--- config.mk ---
export PLATFORM = sky130hd
export DESIGN_NAME = pwm_dac_gen
export DESIGN_NICKNAME = d
export VERILOG_FILES = /design/src/rtl/pwm_dac_gen.sv
export SDC_FILE = /design/constraint.sdc
export NUM_CORES = 1
export LEC_CHECK = 0
export CORE_ASPECT_RATIO = 1.75
export CORE_MARGIN = 4
export CORE_UTILIZATION = 34
export DETAILED_ROUTE_END_ITERATION = 8
export PLACE_DENSITY = 0.62
export SLEW_MARGIN = 40
export SYNTH_ARGS = -nofsm -noshare
export SYNTH_HDL_FRONTEND = slang
export SYNTH_SLANG_ARGS = --single-unit
--- constraint.sdc ---
create_clock -name clk_i -period 3.41 [get_ports clk_i]
set_input_delay 1.023 -clock clk_i [delete_from_list [all_inputs] [get_ports clk_i]]
set_output_delay 1.023 -clock clk_i [all_outputs]
set_load 0.005 [all_outputs]
--- src/rtl/pwm_dac_gen.sv ---
// rtl/pwm_dac_gen.sv - dithered PWM DAC generator with per-frame config latch
//
// Purpose: Generates a PWM stream whose duty is a base value V plus a one-bit
// dither B[k] that varies across the 16 cycles of a frame. The average duty
// over a frame therefore has 4 bits more resolution than the PWM period
// alone provides.
//
// Ports:
//   clk_i      clock, all logic on the rising edge
//   rst_i      asynchronous active-high reset
//   cfg_i      [23:16] base duty V, [15:0] dither pattern B (bit k -> cycle k)
//   pwm_o      registered PWM output
//   frame_o    high on the first clock of each 16-cycle frame
//   cfg_ack_o  high in the clock where cfg_i is sampled (last clock of a frame)

module pwm_dac_gen #(
    parameter int PERIOD = 156,
    parameter int CNT_W  = 8
) (
    input  logic        clk_i,
    input  logic        rst_i,
    input  logic [23:0] cfg_i,
    output logic        pwm_o,
    output logic        frame_o,
    output logic        cfg_ack_o
);

    localparam logic [CNT_W-1:0] CNT_MAX = CNT_W'(PERIOD - 1);
    // Compare width wide enough for both the cycle counter and the 9-bit threshold.
    localparam int CMP_W = (CNT_W > 9) ? CNT_W : 9;

    logic [CNT_W-1:0] cnt_q, cnt_d;
    logic [3:0]       bcnt_q, bcnt_d;
    logic [7:0]       v_q, v_d;
    logic [15:0]      b_q, b_d;
    logic [8:0]       thr_q, thr_d;
    logic             pwm_q, pwm_d;

    logic             cyc_end;
    logic             frame_end;
    logic [CMP_W-1:0] cnt_ext;
    logic [CMP_W-1:0] thr_ext;

    always_comb begin
        cyc_end   = (cnt_q == CNT_MAX);
        frame_end = cyc_end && (bcnt_q == 4'hF);

        cnt_d  = cyc_end ? '0 : cnt_q + 1'b1;
        bcnt_d = cyc_end ? bcnt_q + 4'd1 : bcnt_q;

        // Config is only sampled on the last clock of a frame so a frame
        // always uses one consistent V/B pair.
        v_d = v_q;
        b_d = b_q;
        if (frame_end) begin
            v_d = cfg_i[23:16];
            b_d = cfg_i[15:0];
        end

        // Threshold for the upcoming cycle uses the upcoming cycle index and
        // the V/B that will be in force then (fresh values at a frame edge).
        // Kept at 9 bits so 255 + 1 does not wrap.
        thr_d = thr_q;
        if (cyc_end) begin
            thr_d = {1'b0, v_d} + {8'b0, b_d[bcnt_d]};
        end

        // A threshold >= PERIOD keeps the output high through the wrap since
        // even cnt == PERIOD-1 compares below it.
        cnt_ext = CMP_W'(cnt_q);
        thr_ext = CMP_W'(thr_q);
        pwm_d   = (cnt_ext < thr_ext);
    end

    always_ff @(posedge clk_i or posedge rst_i) begin
        if (rst_i) begin
            cnt_q  <= '0;
            bcnt_q <= '0;
            v_q    <= '0;
            b_q    <= '0;
            thr_q  <= '0;
            pwm_q  <= 1'b0;
        end else begin
            cnt_q  <= cnt_d;
            bcnt_q <= bcnt_d;
            v_q    <= v_d;
            b_q    <= b_d;
            thr_q  <= thr_d;
            pwm_q  <= pwm_d;
        end
    end

    assign pwm_o     = pwm_q;
    assign frame_o   = (cnt_q == '0) && (bcnt_q == 4'd0);
    assign cfg_ack_o = frame_end;

endmodule

==> out/results.ini, run 1 <==
[outcome]
status=finished clean

[yosys]
async_flop_share=1.000
synth-simple-area-share=0.1529
synth-seq-area-share=0.4354
synthMuxAreaShare=0.1240
synthCells=261
syn_nets=300
synth_warnings=0
ys_ff_latch=46
synth_edf_count=0
avgSynthCellArea_um2=10.13
synth_ff_type=dfrtp_1
synthAdderAreaFrac=0.06152
netlist_area_um2=2644
ys_types=52
synth_top_family_by_area=simple AND/OR/NAND/NOR gates
synth-xor-area-share=0.04969
synth_compound_area_frac=0.1264

[drt]
first_pass_iters=4
wl_per_cell_um=15.78
vias=2122
wl_mm=6.344
antenna_left=0
drt-initial-drc-count=103
drc=0
via_per_inst=5.279

[sta]
max-slew-margin-rel=0.6560
finClkSkew_ns=0.007434
tns_ns=0
layout_min_cycle_time_ns=3.294
setup_viol=0
worst_pin_slew_ns=0.5153
fin_crit_sh=0.9659
fmax_mhz=303.6
hold_violations=0
maxSlewViolCount=0
hold_slack_ns=0.4811
worst_slack_ns=0.1162

[run]
cap_violations=0

[finish]
seq_area_um2=1152
final-instance-count-excl-fill=402
final_core_util=0.4625
n_antenna_cell=0
syn_to_final_growth_pct=32.37
fin_nets=353
drive_above_1_share=0.2643
fill_cells=745
multiInputGateArea_um2=1465

[clock_tree]
holdBufCountCts=0
clock_tree.root_cell=clkbuf_16
cts_htree_levels=2
cts_sinks=46
clk_latency_ns=0.29
clock_path_buffers=2
tritoncts=yes
path_clk_slew_ns=0.06
numCtsBuffers=5

[critical_path]
endpoint=cfg_ack_o
rrSetupSlack_ns=0.12
worstPathArrival_ns=2.27
critPathLaunch=bcnt_q[0]
critPathRequiredTime_ns=2.39
rr_worst_depth=14
timing.rr.start=cnt_q[6]
crit_type=reg -> out
worst_setup_path_end_kind=output port
rr_endpoint=thr_ext[6]
critPathMaxFanout=15
cp-start-kind=flip-flop

[floorplan]
die_h_um=124.7
core.rowCount=42
die_x_um=74.66
core-area_um2=7567
initial_core_util=0.3494
fp.dieArea_um2=9306
ios=29

[placed_design]
dp_cells=389
hpwl_mm=4.612
gp_congestion=0.8731
dp_slack_ns=-0.1385
io_buffers=28

[global_route]
grt_max_degree=30
grt_pass1_vias=2143
grtUsageTotal=0.1417
grt_overflow=0
grt_pass1_wl_mm=10.16
grt_antenna_before_repair=0

[pwr]
power.switching_mw=0.2205
clkPwrFrac=0.488
seqPwrFrac=0.472
cellPowerDensity_nw_per_um2=330.2
p_comb_frac=0.040
p_int_mw=0.9349
irDropWorstVdd_v=0.0003392
leakagePower_nw=1.591
swShare=0.1908

[worst_hold_path]
hold_path.class=reg -> reg

what timing repair did:
action / in CTS / in global routing
gates cloned: 0 / 1
endpoints found under the setup margin: 3 / 8
pin swaps: 1 / 7
buffers inserted: 1 / 4
gates resized for setup: 5 / 20
registers in the layout (all words and copies together), names as in the netlist:
name	flops
b_q	16
thr_ext	9
cnt_q	8
v_q	8
bcnt_q	4
pwm_o	1
layout by cell type (no fill, tap or decap), drive strengths merged, types with 6 or more instances in the layout:
cell | netlist | final
a21oi | 6 | 6
buf | 7 | 28
clkbuf | 4 | 7
clkdlybuf4s50 | 0 | 28
dfrtp | 46 | 46
ha | 13 | 13
inv | 18 | 18
mux2 | 22 | 22
mux2i | 8 | 8
nand2 | 22 | 22
nand3 | 11 | 11
nor2 | 19 | 19
nor3 | 6 | 6
o21ai | 14 | 14
xnor2 | 11 | 11
layer usage:
metal	wire length [um]	track usage
met3	164	0.03069
met5	0	0
met2	3738	0.2561
met1	2297	0.1529
met4	143	0.05556
power by group through the flow:
stage / registers [mW] / logic (mW) / clock network [mW]
4_1_cts: 0.545 / 0.0475 / 0.581
6_report: 0.546 / 0.0458 / 0.564
3_3_place_gp: 0.556 / 0.0469 / 0
5_1_grt: 0.545 / 0.0503 / 0.606
3_5_place_dp: 0.556 / 0.0474 / 0
2_1_floorplan: 0.556 / 0.00914 / 0
worst max-delay path: stages, from the launching register on:
cell             delay, ns
dfrtp_1               0.41
ha_2                  0.24
nand3_1               0.12
buf_4                 0.21
nor3_4                0.16
buf_6                 0.16
buf_12                0.16
clkdlybuf4s50_1       0.52
layout make-up:
cell class | count | area share
Multi-Input combinational cell | 185 | 0.4187
Sequential cell | 46 | 0.3293
Timing Repair Buffer | 57 | 0.1519
Clock buffer | 6 | 0.03969
Tap cell | 88 | 0.03146
Inverter | 19 | 0.02038
Clock inverter | 1 | 0.008581
cell families (layout without fill, tap and decap cells):
kind of cell	Yosys count	after routing
DFF	46	46
and+or+nand+nor	79	79
AOI/OAI and AO/OA	48	48
buffers and inverters	30	83
adders and majority gates	13	13
xor gates and xnor gates	15	15
muxes	30	30
worst min path at each step:
stage	slack (ns)	cells after the start	from	to
6_report	0.48	2	thr_ext[2]	thr_ext[2]
5_1_grt	0.51	2	thr_ext[0]	thr_ext[0]
4_1_cts	0.49	2	thr_ext[2]	thr_ext[2]
3_5_place_dp	0.47	2	thr_ext[0]	thr_ext[0]
3_3_place_gp	0.46	2	thr_ext[0]	thr_ext[0]
2_1_floorplan	0.44	2	thr_ext[0]	thr_ext[0]
synth_stat cells (2+ instances only):
library cell,n,share of area
a21boi_0,3,0.0085
a21oi_1,6,0.011
a221o_1,2,0.0076
a221oi_1,2,0.0066
a31oi_1,2,0.0047
and3_1,5,0.012
buf_2,4,0.0076
buf_6,2,0.0085
clkbuf_1,4,0.0057
dfrtp_1,46,0.44
ha_1,13,0.062
inv_1,16,0.023
inv_2,2,0.0028
mux2_2,22,0.094
mux2i_1,8,0.030
nand2_1,22,0.031
nand3_1,11,0.021
nand4_1,3,0.0071
nor2_1,18,0.026
nor3_1,4,0.0076
nor4_1,2,0.0047
o21ai_0,10,0.019
o21ai_1,4,0.0076
o221ai_1,4,0.013
o22ai_1,3,0.0071
o31ai_1,2,0.0057
or3_1,3,0.0071
xnor2_1,11,0.036
xor2_1,4,0.013
metrics by stage:
step | power [mW] | cell area (um2)
6_report | 1.155 | 3500
3_5_place_dp | 0.6032 | 3146
3_3_place_gp | 0.6027 | 3146
4_1_cts | 1.174 | 3348
2_1_floorplan | 0.5650 | 2644
5_1_grt | 1.201 | 3500
No activity file was read; power rests on OpenSTA's default activity.
==> run 2: changes to the inputs <==
--- a/config.mk
+++ b/config.mk
@@ -10,6 +10,7 @@
 export CORE_UTILIZATION = 34
 export DETAILED_ROUTE_END_ITERATION = 8
 export PLACE_DENSITY = 0.62
+export REMOVE_ABC_BUFFERS = 1
 export SLEW_MARGIN = 40
 export SYNTH_ARGS = -nofsm -noshare
 export SYNTH_HDL_FRONTEND = slang
==> run 2 against run 1 <==
Compared with the run above:
- wire length shrank 7.5%
- critical path depth grew 6
- combinational power shrank 3%
- sequential power about the same
- non-clock buffer count stayed put
- clock skew decreased by 0.0029 ns
- die area unchanged
- core utilization down 0.50 points
- global-route usage fell by 0.20 points
- first-iteration DRC count fell by 21%
- largest power group is now registers
- highest routed layer unchanged
==> out/results.ini, run 2 (same netlist as run 1, synthesis figures left out) <==
[clock_tree]
numCtsBuffers=5
clock_path_buffers=2
tritoncts=yes
clk_latency_ns=0.29
holdBufCountCts=0
path_clk_slew_ns=0.06
cts_sinks=46
clock_tree.root_cell=clkbuf_16
cts_htree_levels=2

[worst_hold_path]
hold_start=thr_ext[8]
hold_end=pwm_o
hold_path.class=reg -> reg
hold_depth=2

[global_route]
grt_pass1_wl_mm=10.23
grt_overflow=0
grt_pass1_vias=2207
grt_antenna_before_repair=0
grtUsageTotal=0.1397
grt_max_degree=31

[floorplan]
initial_core_util=0.3494
ios=29
fp.dieArea_um2=9306
die_x_um=74.66
die_h_um=124.7
core-area_um2=7567
core.rowCount=42

[drt]
first_pass_iters=4
drt-initial-drc-count=81
antenna_left=0
wl_per_cell_um=14.56
drc=0
vias=2116
via_per_inst=5.251
wl_mm=5.867

[sta]
setup_viol=0
fin_crit_sh=0.9561
worst_pin_slew_ns=0.4811
fmax_mhz=306.7
maxSlewViolCount=0
finClkSkew_ns=0.004565
hold_slack_ns=0.4761
layout_min_cycle_time_ns=3.260
hold_violations=0
max-slew-margin-rel=0.6763

[placed_design]
io_buffers=28
hpwl_mm=4.460
gp_congestion=0.8980

[finish]
largest_reg_flops=16
final_core_util=0.4575
drive_above_1_share=0.2667
n_antenna_cell=0
fill_cells=759
seq_area_um2=1154
max_flop_register=b_q
mostFrequentLayoutCell=dfrtp_1
fin_nets=353
syn_to_final_growth_pct=30.95
multiInputGateArea_um2=1470
final_cell_mix=dfrtp_1, clkdlybuf4s50_1, buf_4

[critical_path]
rr_worst_depth=13
critPathMaxFanout=4
worstPathArrival_ns=3.44
critPathLaunch=cnt_q[0]
cp-start-kind=flip-flop
cp_slowest_cell=dfrtp_1
worst_setup_path_end_kind=flip-flop
crit_type=reg -> reg
timing.rr.start=cnt_q[0]
critPathRequiredTime_ns=3.59
rrSetupSlack_ns=0.15
crit_top_cell=ha_4
max_stage_delay_ns=0.37
rr_endpoint=thr_ext[6]
crit_path_cell_trace=ha_2, and4_4, nand4_1, a21boi_2, a221o_1, a211oi_2, o41a_1, o221a_1, ha_4, ha_4, nand2_1, or3_4, a31o_1

[outcome]
status=finished clean

[pwr]
seqPwrFrac=0.505
clkPwrFrac=0.454
p_int_mw=0.8631
power.switching_mw=0.2179
swShare=0.2016
p_comb_frac=0.041
leakagePower_nw=1.575
cellPowerDensity_nw_per_um2=312.3
irDropWorstVdd_v=0.0002245

[run]
cap_violations=0

## run 2: cell types whose count changed in the layout (fill, tap and decap cells not counted), sizes merged
cell    delta
clkinv     +1
buf        +1
bufinv     -1
## run 2: repair_timing
| item | 4_1_cts | 5_1_grt |
|---|---|---|
| pin swaps | 2 | 11 |
| endpoints found under the setup margin | 3 | 6 |
| resized for setup | 5 | 22 |
| buffers inserted | 2 | 4 |
## run 2: through the flow
step	total power [mW]	std cells	setup TNS [ns]	instance area [um2]	worst slack, ns
detailed placement	0.6021	389	-0.3828	3146	-0.1691
CTS	1.103	399	0	3331	0.002550
finish	1.081	403	0	3462	0.1497
floorplan	0.5650	250	-2.441	2582	-0.4179
global placement	0.6013	389	-0.2312	3146	-0.1079
global route	1.127	403	-0.04319	3462	-0.03737
## run 2: area by class of cell
type	count	area share
Clock buffer	7	0.04120
Clock inverter	1	0.001446
Inverter	19	0.02060
Multi-Input combinational cell	185	0.4246
Sequential cell	46	0.3332
Tap cell	88	0.03180
Timing Repair Buffer	57	0.1471
## run 2: power groups by stage
| stage | clock network [mW] | registers [mW] | logic [mW] |
|---|---|---|---|
| 5_1_grt | 0.533 | 0.545 | 0.0497 |
| 3_3_place_gp | 0 | 0.556 | 0.0455 |
| 2_1_floorplan | 0 | 0.556 | 0.00914 |
| 4_1_cts | 0.511 | 0.546 | 0.0465 |
| 6_report | 0.491 | 0.546 | 0.0445 |
| 3_5_place_dp | 0 | 0.556 | 0.0463 |
## run 2: worst max-delay path by stage
stage,to,cells past startpoint,slack [ns]
floorplan,thr_ext[6],13,-0.42
global placement,thr_ext[6],12,-0.11
detailed placement,thr_ext[6],12,-0.17
CTS,thr_ext[6],14,0.003
global route,thr_ext[6],13,-0.04
finish,thr_ext[6],13,0.15
## run 2: metal layers
metal	vias up	track usage	share of wire
met1	1034	0.1566	0.39
met5	-	0	0
met2	35	0.2436	0.55
met4	0	0.06918	0.032
li1	1035	-	-
met3	12	0.02342	0.024
## run 2: critical path: cells and delay by family (launching register included)
| family | cells | cell delay (ns) |
|---|---|---|
| AND/OR/NAND/NOR | 4 | 0.88 |
| adder cells (fa/ha/maj) | 3 | 0.53 |
| flip-flops | 1 | 0.37 |
| AO/OA/AOI/OAI | 6 | 1.38 |
